$ cat src/rtl/ctrl_seq_p.sv
// -----------------------------------------------------------------------------
// ctrl_seq_p -- parametrised VeriRISC control sequencer
//
// Purpose
//   Steps the 8-phase instruction cycle (INST_ADDR .. STORE) and decodes the
//   IR opcode into the datapath strobes that drive the PC, ACC, memory and IR
//   enables. It also provides:
//   - opcodes wider than 3 bits, where values >= 8 are "ext" opcodes;
//   - memory wait states in INST_FETCH and OP_FETCH;
//   - a sticky HALTED state that is left with resume.
//
// Parameters
//   OPCODE_W  opcode width (>= 3). Values 0..7 use the opcode_t encodings.
//   MEM_WAIT  extra stall cycles in INST_FETCH and in OP_FETCH (0..15).
//
// Configuration macro
//   CTRL_ILLEGAL_EN
//     Defined:   an ext opcode in OP_ADDR pulses illegal and halt, and the
//                sequencer then enters HALTED.
//     Undefined: ext opcodes run as NOP, and illegal is tied to 0.
//
// Ports
//   clk        in   rising-edge clock
//   rst_       in   asynchronous assert, active-low reset
//   en         in   advance enable; when 0, state and wait counter hold
//   opcode     in   IR opcode field; held stable from IDLE to the end of the
//                   instruction
//   zero       in   ACC==0 flag
//   resume     in   leaves HALTED (ignored in every other state)
//   phase      out  current phase 0..7; 0 while HALTED
//   halted     out  1 while in HALTED
//   mem_rd     out  memory read strobe
//   load_ir    out  IR load
//   inc_pc     out  PC increment
//   load_ac    out  ACC load
//   load_pc    out  PC load (jump)
//   mem_wr     out  memory write strobe
//   halt       out  asserted in OP_ADDR on a HLT decode (one cycle when en=1)
//   illegal    out  asserted in OP_ADDR on an ext opcode (macro builds only)
//   state_dbg  out  raw FSM state (0..7 = phases, 8 = HALTED)
//
// Advance rule
//   en is a plain advance qualifier, not a handshake. A state transition or a
//   wait-counter update happens only on a rising clk edge where en=1. The
//   strobes always decode the state that is currently held, so a stalled phase
//   keeps its strobes asserted.
// -----------------------------------------------------------------------------
module ctrl_seq_p #(
  parameter int OPCODE_W = 3,
  parameter int MEM_WAIT = 0
) (
  input  logic                clk,
  input  logic                rst_,
  input  logic                en,
  input  logic [OPCODE_W-1:0] opcode,
  input  logic                zero,
  input  logic                resume,
  output logic [2:0]          phase,
  output logic                halted,
  output logic                mem_rd,
  output logic                load_ir,
  output logic                inc_pc,
  output logic                load_ac,
  output logic                load_pc,
  output logic                mem_wr,
  output logic                halt,
  output logic                illegal,
  output logic [3:0]          state_dbg
);

  typedef enum logic [2:0] {
    HLT = 3'd0,
    SKZ = 3'd1,
    ADD = 3'd2,
    AND = 3'd3,
    XOR = 3'd4,
    LDA = 3'd5,
    STO = 3'd6,
    JMP = 3'd7
  } opcode_t;

  // Phase states share their encoding with the phase output.
  // HALTED sits outside the 3-bit phase range.
  typedef enum logic [3:0] {
    INST_ADDR  = 4'd0,
    INST_FETCH = 4'd1,
    INST_LOAD  = 4'd2,
    IDLE       = 4'd3,
    OP_ADDR    = 4'd4,
    OP_FETCH   = 4'd5,
    ALU_OP     = 4'd6,
    STORE      = 4'd7,
    HALTED     = 4'd8
  } state_t;

  localparam logic [3:0] MEM_WAIT_C = 4'(MEM_WAIT);

  state_t     state;
  logic [3:0] wait_cnt;

  // ---------------------------------------------------------------------------
  // Opcode classification
  // ---------------------------------------------------------------------------
  opcode_t op_t;
  logic    ext;       // opcode >= 8
  logic    ext_trap;  // an ext opcode that must halt the machine
  logic    is_hlt;
  logic    is_skz;
  logic    is_alu;    // ADD | AND | XOR | LDA
  logic    is_sto;
  logic    is_jmp;

  assign op_t = opcode_t'(opcode[2:0]);

  generate
    if (OPCODE_W > 3) begin : g_ext
      assign ext = |opcode[OPCODE_W-1:3];
    end else begin : g_no_ext
      assign ext = 1'b0;
    end
  endgenerate

  // Every named decode is qualified with !ext. Otherwise an ext opcode such as
  // 4'h8 would alias onto HLT through its low three bits.
  assign is_hlt = !ext && (op_t == HLT);
  assign is_skz = !ext && (op_t == SKZ);
  assign is_alu = !ext && ((op_t == ADD) || (op_t == AND) ||
                           (op_t == XOR) || (op_t == LDA));
  assign is_sto = !ext && (op_t == STO);
  assign is_jmp = !ext && (op_t == JMP);

`ifdef CTRL_ILLEGAL_EN
  assign ext_trap = ext;
  assign illegal  = (state == OP_ADDR) && ext;
`else
  assign ext_trap = 1'b0;
  assign illegal  = 1'b0;
`endif

  // ---------------------------------------------------------------------------
  // State register and wait counter
  // ---------------------------------------------------------------------------
  // Each fetch phase loads wait_cnt on entry and holds the phase while
  // wait_cnt is non-zero. As a result, a fetch phase lasts MEM_WAIT+1
  // enabled cycles.
  always_ff @(posedge clk or negedge rst_) begin
    if (!rst_) begin
      state    <= INST_ADDR;
      wait_cnt <= 4'd0;
    end else if (en) begin
      case (state)
        INST_ADDR: begin
          state    <= INST_FETCH;
          wait_cnt <= MEM_WAIT_C;
        end
        INST_FETCH: begin
          if (wait_cnt != 4'd0) wait_cnt <= wait_cnt - 4'd1;
          else                  state    <= INST_LOAD;
        end
        INST_LOAD: state <= IDLE;
        IDLE:      state <= OP_ADDR;
        OP_ADDR: begin
          // The PC is incremented in this phase, so on resume the machine
          // continues at the instruction after the HLT.
          if (is_hlt || ext_trap) begin
            state <= HALTED;
          end else begin
            state    <= OP_FETCH;
            wait_cnt <= MEM_WAIT_C;
          end
        end
        OP_FETCH: begin
          if (wait_cnt != 4'd0) wait_cnt <= wait_cnt - 4'd1;
          else                  state    <= ALU_OP;
        end
        ALU_OP: state <= STORE;
        STORE:  state <= INST_ADDR;
        HALTED: begin
          if (resume) state <= INST_ADDR;
        end
        default: state <= INST_ADDR;
      endcase
    end
  end

  // ---------------------------------------------------------------------------
  // Status outputs. These depend only on the state register, so a reset
  // drops them asynchronously.
  // ---------------------------------------------------------------------------
  assign state_dbg = state;
  assign halted    = (state == HALTED);
  assign phase     = halted ? 3'd0 : state_dbg[2:0];

  // ---------------------------------------------------------------------------
  // Strobe decode
  // ---------------------------------------------------------------------------
  always_comb begin
    mem_rd  = 1'b0;
    load_ir = 1'b0;
    inc_pc  = 1'b0;
    load_ac = 1'b0;
    load_pc = 1'b0;
    mem_wr  = 1'b0;
    halt    = 1'b0;
    case (state)
      INST_FETCH: begin
        mem_rd = 1'b1;
      end
      INST_LOAD, IDLE: begin
        mem_rd  = 1'b1;
        load_ir = 1'b1;
      end
      OP_ADDR: begin
        inc_pc = 1'b1;
        halt   = is_hlt || ext_trap;
      end
      OP_FETCH: begin
        mem_rd = is_alu;
      end
      ALU_OP: begin
        mem_rd  = is_alu;
        load_ac = is_alu;
        inc_pc  = is_skz && zero;
        load_pc = is_jmp;
      end
      STORE: begin
        mem_rd  = is_alu;
        load_ac = is_alu;
        inc_pc  = is_jmp;
        load_pc = is_jmp;
        mem_wr  = is_sto;
      end
      default: ;
    endcase
  end

endmodule

$ cat config.mk
export PLATFORM = sky130hd
export DESIGN_NAME = ctrl_seq_p
export DESIGN_NICKNAME = d
export VERILOG_FILES = /design/src/rtl/ctrl_seq_p.sv
export SDC_FILE = /design/constraint.sdc
export NUM_CORES = 1
export LEC_CHECK = 0
export CORE_UTILIZATION = 42
export CTS_CLUSTER_DIAMETER = 40
export DETAILED_ROUTE_END_ITERATION = 10
export PLACE_DENSITY = 0.88
export SETUP_SLACK_MARGIN = 0.02
export SYNTH_ARGS = -nofsm -noshare
export SYNTH_HDL_FRONTEND = slang
export SYNTH_SLANG_ARGS = --single-unit
$ cat constraint.sdc
create_clock -name clk -period 2.3 [get_ports clk]
set_clock_uncertainty 0.05 [all_clocks]
set_input_delay 0.46 -clock clk [delete_from_list [all_inputs] [get_ports clk]]
set_output_delay 0.46 -clock clk [all_outputs]
set_load 0.05 [all_outputs]
==> impl_metrics.yaml <==
outcome:
  outcome: "complete, no violations"
yosys:
  synth_top_area_share_pct: 31.6
  synth_cell_type_count: 31
  synth_fp_nets: 85
  yosys.area.top_type: "dfrtp_1"
  yosys_warnings: 0
  syn-instance-count: 76
  netlist_top_cells_area: "dfrtp_1 32%, nand2_1 6.5%, o21ai_0 5.5%"
  yosysSeqAreaShare_pct: 31.6
  synth_area_per_cell_sq_um: 8.33
  ys_ff_latch: 8
  syn_area_sq_um: 633
sta:
  period_share_pct: 97.4
  slew_headroom_pct: 65.2
  final-setup-viol-count: 0
  fmax_mhz: 446
  rsz0062_at_grt: "true"
  tightest_slew_ns: 0.520
  layout_min_cycle_time_ns: 2.24
  hold_viol: 0
  slew_viol_final: 0
route:
  vias_per_cell: 5.52
  drt-total-wl_microns: 1780
  drt-initial-drc-count: 14
  first_pass_iters: 4
  drtAntennaViolNets: 0
  wl_per_cell_microns: 16.0
  vias: 613
  drc: 0
setup_path:
  cp_slowest_cell: "clkdlybuf4s50_1"
  required_ns: 1.79
  worstPathMaxFanout: 5
  critPathKind: "input pin to output pin"
  worstPathArrival_ns: 1.73
  critPathLaunchType: "input pin"
  cp_cell_sequence: "clkdlybuf4s50_1 > or3_4 > nor2_4 > buf_12"
  cp_slowest_stage_delay_ns: 0.52
  r2r_start: "state_dbg[0]"
  startpoint: "opcode[1]"
  endpoint_kind: "output pin"
die:
  fp.dieW_microns: 40.8
  initial_core_util_pct: 46.9
  rows: 13
  core_area_sq_um: 1350
  die_area_sq_um: 1670
  ios: 24
  die_h_microns: 40.8
clocking:
  cts-htree-levels: 1
  cts_buffers: 3
  cts_resized: 1
  cts_buffer_depth: 2
  clk_pin_slew_ns: 0.05
  worstSkewPairLatency_ns: 0.25
  cts_setup_buffers: 0
  cts_tree: "done"
  cts_hold_buf: 0
  cts-root-buf: "clkbuf_4"
  cts.sinks: 8
cells_and_area:
  nets: 107
  drive_gt1_share_pct: 30.2
  final_common_cell: "clkdlybuf4s50_1"
  most-common-layout-cells: "12 x clkdlybuf4s50_1, 11 x nand2_1, 8 x dfrtp_1"
  fin_util_pct: 73.5
  fillers: 101
  seq_area_sq_um: 200
  multi_input_area_sq_um: 427
  num_antenna_cells: 0
  stdcell_area_sq_um: 992
  synthToLayoutAreaGrowth_pct: 56.7
place:
  place_congestion: 0.772
  dp_hpwl_microns: 1320
  io_buffer_count: 22
  dpl_cell_area_sq_um: 950
run:
  cap_violations: 0
power_and_ir_drop:
  p_per_area_nw_per_um2: 1490
  ir_drop_mv: 0.767
  p_leak_nw: 0.407
grt:
  antenna_found_initial: 0
  track_usage_pct: 25.3
  first_global_vias: 565
  grt_overflow_total: 0
  grt_max_degree: 14
  grt_pass1_wl_microns: 2640
hold_path:
  hold_path_class: "input pin to async pin"
[Yosys cell counts]
cell type,count
ha_1,1
buf_6,1
inv_1,3
or4b_1,1
conb_1,1
nand3_1,2
or4b_4,1
or3_1,2
nand4b_1,1
xnor2_1,1
nand2b_1,3
a211o_1,1
o211ai_1,1
o2111ai_2,1
mux2_1,1
nand2_1,11
or3b_2,1
buf_4,1
nor2_1,6
clkbuf_1,7
nor3b_1,2
or4bb_1,2
o221ai_1,1
dfrtp_1,8
o221ai_4,1
nor4_1,1
nor3_1,2
nand3b_1,3
o21ai_0,7
o31a_1,1
a211oi_1,1
[final cells by class]
class	instances	area share, %
sequential	8	20.2
multi-input combinational	56	43.0
clock buffer	3	2.27
timing repair buffer	26	31.5
tap	15	1.89
inverter	3	1.13
[state kept, by name (all words and copies together), names as in the netlist]
name,cells
state_dbg,4
wait_cnt,4
[path summary, 6_finish.rpt]
kind                           endpoint  slack (ns)  depth (start not counted)
setup reg to reg           state_dbg[3]        0.28                          4
min in group clk            wait_cnt[1]        0.47                          2
hold reg to reg             wait_cnt[1]        0.47                          2
max in group asynchronous  state_dbg[0]        1.51                          1
hold / removal              wait_cnt[0]        0.43                          1
setup / recovery                   halt        0.06                          4
[power by group]
part           switching [W]  internal [W]  total [W]
registers          0.0000965      0.000198   0.000295
logic               0.000644      0.000438    0.00108
clock network      0.0000460     0.0000596   0.000106
[worst max-delay path: cells and delay by family]
| family | cells | cell delay (ns) |
|---|---|---|
| buffers and inverters | 2 | 0.66 |
| and+or+nand+nor | 2 | 0.61 |
[through the flow]
step                worst slack, ns  TNS [ns]  cells  total power [W]  hold slack (ns)
CTS                          0.0349         0    111          0.00147            0.436
global route                 0.0180         0    111          0.00157            0.447
floorplan                    -0.256    -0.427     76         0.000996            0.114
global placement             0.0820         0    108          0.00131            0.439
detailed placement           0.0401         0    108          0.00135            0.461
finish                       0.0591         0    111          0.00148            0.432
[layer usage]
| metal | vias up | wire length (microns) | track usage (%) |
|---|---|---|---|
| met5 | - | 0 | 0 |
| met4 | 0 | 14 | 5.83 |
| met3 | 2 | 92 | 9.24 |
| met2 | 20 | 961 | 41.8 |
| met1 | 286 | 710 | 30.8 |
| li1 | 305 | - | - |
[cells by family (layout without fill, tap and decap cells)]
| group | count (synthesis) | in the layout | share of synthesized area (%) |
|---|---|---|---|
| buffers and inverters | 12 | 32 | 8.89 |
| other | 1 | 1 | 0.592 |
| DFF | 8 | 8 | 31.6 |
| muxes | 1 | 1 | 1.78 |
| adders and majority gates | 1 | 1 | 1.98 |
| and+or+nand+nor | 38 | 38 | 35.2 |
| AOI/OAI and AO/OA | 14 | 14 | 18.6 |
| xor gates and xnor gates | 1 | 1 | 1.38 |
(Power assumes the default switching activity.)
